<file path="src/rtl/imem_fetch_responder.sv">
// imem_fetch_responder
//   Responder side of the instruction-fetch interface. Holds a word-organised
//   instruction store (written via the loader port) and answers one fetch at a
//   time after LATENCY wait cycles, with a flush input that drops any
//   in-flight fetch.
//
// Ports
//   clk, rst            : clock (rising edge) / asynchronous active-low reset
//   req_valid/req_ready : fetch request handshake, req_addr = byte address (PC)
//   flush               : redirect; abandons the outstanding fetch
//   resp_valid/ready    : response handshake
//   resp_data/addr/err  : instruction word, its address, misalignment flag
//   ld_en/ld_addr/data  : loader write port (word index)
module imem_fetch_responder #(
  parameter int ADDR_WIDTH = 8,
  parameter int DATA_WIDTH = 32,
  parameter int LATENCY    = 2
) (
  input  logic                  clk,
  input  logic                  rst,
  input  logic                  req_valid,
  input  logic [ADDR_WIDTH-1:0] req_addr,
  output logic                  req_ready,
  input  logic                  flush,
  output logic                  resp_valid,
  input  logic                  resp_ready,
  output logic [DATA_WIDTH-1:0] resp_data,
  output logic [ADDR_WIDTH-1:0] resp_addr,
  output logic                  resp_err,
  input  logic                  ld_en,
  input  logic [ADDR_WIDTH-3:0] ld_addr,
  input  logic [DATA_WIDTH-1:0] ld_data
);

  localparam int DEPTH = 2 ** (ADDR_WIDTH - 2);

  typedef enum logic [1:0] {
    IDLE = 2'd0,
    WAIT = 2'd1,
    RESP = 2'd2
  } state_t;

  // State entered on accept and initial wait count, both fixed by LATENCY.
  localparam state_t     ACC_STATE = (LATENCY == 0) ? RESP : WAIT;
  localparam logic [3:0] WAIT_INIT = (LATENCY > 0) ? 4'(LATENCY - 1) : 4'd0;

  logic [DATA_WIDTH-1:0] mem_q [DEPTH];

  state_t                state_q, state_d;
  logic [3:0]            cnt_q, cnt_d;
  logic [DATA_WIDTH-1:0] data_q, data_d;
  logic [ADDR_WIDTH-1:0] addr_q, addr_d;
  logic                  err_q, err_d;
  logic                  accept;
  logic                  misaligned;

  // Store is not reset. The fetch path reads mem_q combinationally, so a
  // loader write on the accept edge is not seen by that fetch.
  always_ff @(posedge clk) begin
    if (ld_en) mem_q[ld_addr] <= ld_data;
  end

  assign req_ready  = !flush && (state_q == IDLE || (state_q == RESP && resp_ready));
  assign accept     = req_valid && req_ready;
  assign misaligned = |req_addr[1:0];
  assign resp_valid = (state_q == RESP);
  assign resp_data  = data_q;
  assign resp_addr  = addr_q;
  assign resp_err   = err_q;

  always_comb begin
    state_d = state_q;
    cnt_d   = cnt_q;
    data_d  = data_q;
    addr_d  = addr_q;
    err_d   = err_q;

    // accept is already gated off by flush via req_ready.
    if (accept) begin
      addr_d = req_addr;
      err_d  = misaligned;
      data_d = misaligned ? '0 : mem_q[req_addr[ADDR_WIDTH-1:2]];
    end

    if (flush) begin
      state_d = IDLE;
      cnt_d   = '0;
    end else begin
      unique case (state_q)
        IDLE: begin
          if (accept) begin
            state_d = ACC_STATE;
            cnt_d   = WAIT_INIT;
          end
        end
        WAIT: begin
          if (cnt_q == 4'd0) state_d = RESP;
          else               cnt_d   = cnt_q - 4'd1;
        end
        RESP: begin
          if (resp_ready) begin
            if (accept) begin
              state_d = ACC_STATE;
              cnt_d   = WAIT_INIT;
            end else begin
              state_d = IDLE;
            end
          end
        end
        default: state_d = IDLE;
      endcase
    end
  end

  always_ff @(posedge clk or negedge rst) begin
    if (!rst) begin
      state_q <= IDLE;
      cnt_q   <= '0;
      data_q  <= '0;
      addr_q  <= '0;
      err_q   <= 1'b0;
    end else begin
      state_q <= state_d;
      cnt_q   <= cnt_d;
      data_q  <= data_d;
      addr_q  <= addr_d;
      err_q   <= err_d;
    end
  end

endmodule

</file>
<file path="config.mk">
export PLATFORM = sky130hd
export DESIGN_NAME = imem_fetch_responder
export DESIGN_NICKNAME = d
export VERILOG_FILES = /design/src/rtl/imem_fetch_responder.sv
export SDC_FILE = /design/constraint.sdc
export NUM_CORES = 2
export LEC_CHECK = 0
export CORE_MARGIN = 2
export CORE_UTILIZATION = 30
export DETAILED_ROUTE_END_ITERATION = 8
export GPL_TIMING_DRIVEN = 0
export PLACE_DENSITY_LB_ADDON = 0.3
export SYNTH_ARGS = -nofsm -noshare
export SYNTH_HDL_FRONTEND = slang
export SYNTH_SLANG_ARGS = --single-unit
</file>
<file path="constraint.sdc">
create_clock -name clk -period 2.6 [get_ports clk]
set_input_delay 0.52 -clock clk [delete_from_list [all_inputs] [get_ports clk]]
set_output_delay 0.52 -clock clk [all_outputs]
set_load 0.005 [all_outputs]
</file>
# Yosys cells after proc, flatten, opt, wreduce, memory -nomap -nowiden
# Memory sizes are Yosys's and may differ from the RTL's.
# Index checks and enable logic that the tools add are counted.
[totals] ramBits=2048 word_cells=38 mem_count=1 reg_bits=47
[classes] n_eq_ne=6 mux=14 n_addsub=1 reduce_logical=11
[mem_list] memory="mem_q" words=64 width=32 read_ports=1 rd_ports_with_merged_regs=0 wr=1 line="47" rtl="logic [DATA_WIDTH-1:0] mem_q [DEPTH];"
[ops] operator="$mux 32" count=1
[ops] operator="$mux 4" count=4
[ops] operator="$pmux 4 s3" count=1
[ops] operator="$ne 3x3->1 const B" count=3
[ops] operator="$mux 2" count=4
[ops] operator="$pmux 2 s3" count=1
[ops] operator="$reduce_and 3->1" count=2
[ops] operator="$logic_not 4->1" count=1
[ops] operator="$reduce_bool 4->1" count=1
[ops] operator="$sub 4x1->4 const B" count=1
[ops] operator="$logic_and 1x1->1" count=3
[ops] operator="$mux 1" count=3
[ops] operator="$ne 3x2->1 const B" count=1
[ops] operator="$eq 2x1->1 const B" count=1
[ops] operator="$eq 2x2->1 const B" count=1
[ops] operator="$logic_not 2->1" count=1
[ops] operator="$reduce_or 2->1" count=1
[ops] operator="$logic_not 1->1" count=1
[ops] operator="$logic_or 1x1->1" count=1

# Longest topological paths before layout
[depth] ltp_word=9 mapped_depth=11 ltp_nobuf=7

# Worst setup path before layout
# Ideal clock, no wire load.
[synth_timing] path_type="input to register" start="in ld_addr[3]" end="mem mem_q[48][0] (enable)" arrival_time_ns=3.213 cell_stages=4 setup_slack_ns=-1.074 cell_sequence="clkbuf_1 > nor2b_1 > nand4b_1 > nor3_1"
[synth_rtl] element="from (decl)" line="31" rtl="input logic [ADDR_WIDTH-3:0] ld_addr,"
[synth_rtl] element="to (decl)" line="47"
# Straight into the memory's write port.

# Worst setup path after layout
[layout_timing] start="in req_addr[3]" end="reg data_q[23] (netlist: resp_data[23])"
[layout_between] elab_chain_len=2
[layout_lines] element="from (decl)" line="22" rtl="input logic [ADDR_WIDTH-1:0] req_addr,"
[layout_lines] element="$mem_v2 64x32"
[layout_lines] element="$mux 32" line="82" rtl="data_d = misaligned ? '0 : mem_q[req_addr[ADDR_WIDTH-1:2]];"
[layout_lines] element="to (signal assigned)" line="125" rtl="data_q <= data_d;"
[layout_lines] element="to (decl)" line="51" rtl="logic [DATA_WIDTH-1:0] data_q, data_d;"
# Every way passes these cells.
# A chain may end at the register's enable or synchronous reset.

==> flow_summary.json <==
{
  "synthFlopType": "edfxtp_1",
  "max-slew-margin-rel_pct": 9.87,
  "dieArea_sq_um": 272000,
  "synth_top_area_share_pct": 76.5,
  "end_kind": "flip-flop",
  "synth_edf_count": 2048,
  "synth_top_family_by_area": "multiplexers",
  "syn_avg_cell_area_sq_um": 22.5,
  "synthAdderAreaFrac_pct": 0.0311,
  "synth.cell_area_sq_um": 80400,
  "postRouteAntennaNets": 0,
  "async_reset_ff_share_pct": 2.24,
  "worst_ep_required_time_ps": 3270,
  "nets": 4089,
  "gp_congestion": 0.791,
  "rows": 190,
  "setup_violations": 2,
  "power_density_nw_per_um2": 737,
  "first_pass_iters": 6,
  "ys_seq_area_share_pct": 78.0,
  "ys_ff_latch": 2095,
  "clock_latency_ps": 850,
  "synth_area_leader_cell": "edfxtp_1",
  "max_slew.worst_pin.slew_ps": 1350,
  "wl_per_cell_microns": 35.2,
  "first_iter_violations": 6366,
  "syn_nets": 3619,
  "reg2reg_depth": 5,
  "drive_above_1_share_pct": 30.3,
  "slew_viol_final": 0,
  "cts_buffer_depth": 3,
  "die_w_microns": 522,
  "cts-htree-levels": 4,
  "r2r_start": "mem_q[47][6]",
  "synth_compound_area_share_pct": 2.02,
  "worstHoldStart": "ld_data[10]",
  "viasPerCell": 5.40,
  "fp.coreArea_sq_um": 267000,
  "violations": "setup timing",
  "numClockSinks": 2095,
  "yosysWarnings": 0,
  "yosys-top-cells-area": "edfxtp_1 (77%), mux4_2 (13%), mux2i_1 (3.4%), dfrtp_1 (1.5%), a22oi_1 (0.93%)",
  "yosysMostFrequentCell": "edfxtp_1",
  "io_buffers": 83,
  "synth_simple_gate_area_share_pct": 1.53,
  "ios": 95,
  "rr_endpoint": "resp_data[6]",
  "min_period_over_period_pct": 101,
  "ir_drop_mv": 0.725,
  "synth_cell_types": 51,
  "path_max_fanout": 10,
  "crit_type": "in2reg",
  "min_to": "mem_q[49][10]",
  "multi_input_area_sq_um": 17400,
  "route.detailed.drc": 0,
  "grt_pass1_vias": 40800,
  "grt-ovfl-total": 0,
  "finalWorstSetupSlack_ps": -32.7,
  "fin_crit_ps": 2630,
  "antenna_found_initial": 36,
  "grt_pass1_wl_microns": 363000,
  "cts_tree": "done",
  "synthesis.instances": 3565,
  "max_freq_mhz": 380,
  "leakage_nw": 30.6,
  "drv_cap": 0,
  "grt.total_usage_pct": 19.8,
  "fillers": 24500,
  "layout.area.seq_sq_um": 62700,
  "fin_area_sq_um": 96800,
  "r2r_slack_ps": -10,
  "worstSetupStartpointType": "input pin",
  "cts-root-buf": "clkbuf_16",
  "hpwl_microns": 183000,
  "synth_xor_xnor_area_share_pct": 0.0218,
  "outcome": "finished, violations left",
  "crit_arrival_ps": 3300,
  "hold_depth": 1,
  "postPlaceCellArea_sq_um": 89300,
  "synth_common_cells": "edfxtp_1 (2048), mux4_2 (479), mux2i_1 (272)",
  "grt_setup_unrepaired": "yes",
  "syn_to_final_growth_pct": 20.5,
  "skew_ps": 34.8,
  "die_h_microns": 522,
  "finalHoldViolCount": 0,
  "hold_class": "in2reg",
  "cts_made_buffers": 208,
  "grt_max_degree": 65,
  "synthMuxAreaShare_pct": 17.0,
  "start_util_pct": 30.1,
  "clk_pin_slew_ps": 70,
  "place_ws_ps": -2530,
  "wl_microns": 273000,
  "num_vias": 42000
}
[layer usage]
metal | GRT usage, % | up-vias | wire length [microns]
met5 | 0 | - | 107
met4 | 4.85 | 18 | 6710
met3 | 4.21 | 394 | 26300
met2 | 31.5 | 2354 | 129000
met1 | 27.5 | 23100 | 111000
li1 | - | 16100 | -
[cells by family (layout without fill, tap and decap cells)]
logic type,after synthesis,count (layout)
DFF,2095,2095
muxes,763,763
and+or+nand+nor,269,269
AOI/OAI and AO/OA,228,228
buffers and inverters,206,852
adders and majority gates,2,2
xor gates and xnor gates,2,2
other,0,8
[placed cells by master (no fill, tap or decap), types with 14 or more instances in the layout]
cell type	instances
dfrtp_1	45
clkbuf_1	75
nor2_1	14
a22oi_1	100
nand2_1	99
a21oi_1	49
mux2i_1	268
clkbuf_4	15
clkbuf_8	18
buf_16	30
edfxtp_1	2048
buf_12	129
nor2_4	66
buf_2	55
mux4_2	479
clkinv_2	37
a221o_1	18
clkdlybuf4s50_1	48
buf_6	41
buf_4	67
clkinv_1	42
clkbuf_2	30
clkbuf_16	210
[timing repair]
action / in CTS / in global routing
endpoints found under the setup margin: 133 / 176
pin swaps: 10 / 12
gates resized for setup: 184 / 24
buffers inserted: 11 / 16
endpoints found under the hold margin: 59 / 0
hold buffers: 3 / 0
[critical path, stage by stage]
cell             delay [ps]
buf_4                   240
buf_4                   350
clkdlybuf4s15_2         690
mux4_2                  410
mux4_2                  500
mux2i_4                 320
o211ai_1                230
[worst max-delay path by stage]
stage                           start  cells past startpoint             to
after floorplan            ld_addr[1]                      4   mem_q[59][0]
after detailed placement  req_addr[4]                     10  resp_data[16]
final                     req_addr[3]                      7  resp_data[23]
after global placement          ld_en                      4  mem_q[40][15]
after CTS                 req_addr[2]                     11   resp_data[3]
after global routing      req_addr[2]                     11  resp_data[30]
[stage by stage]
stage	cells	TNS, ps	utilization (%)	hold WS [ps]	total power (W)
4_1_cts	7748	0	36.1	6.35	0.0717
6_report	7771	-40.4	36.2	77.1	0.0714
2_1_floorplan	3565	-577190	-	224	0.0402
3_3_place_gp	7200	-7693420	32.1	476	0.0424
5_1_grt	7765	-45.3	36.2	43.0	0.0732
3_5_place_dp	7353	-1149080	33.4	439	0.0425
[layout make-up]
class                   instances  area share, %
well taps                    3552           4.59
repair buffers                266           4.39
flip-flops and latches       2095           64.7
clock buffers                 275           5.83
plain buffers                 195           1.52
clock inverters               111          0.972
inverters                       5         0.0194
diodes                          8         0.0207
multi-input cells            1264           17.9
[report_power, final]
part / switching (W) / internal [W]
registers: 0.000198 / 0.0374
logic: 0.00267 / 0.00163
clock network: 0.0131 / 0.0164
[flip-flops by register name (all words and copies together), names as in the netlist]
signal / count
resp_err: 1
resp_addr: 8
mem_q: 2048
cnt_q: 4
state_q: 2
resp_data: 32
Power figures use the tool's default switching activity.
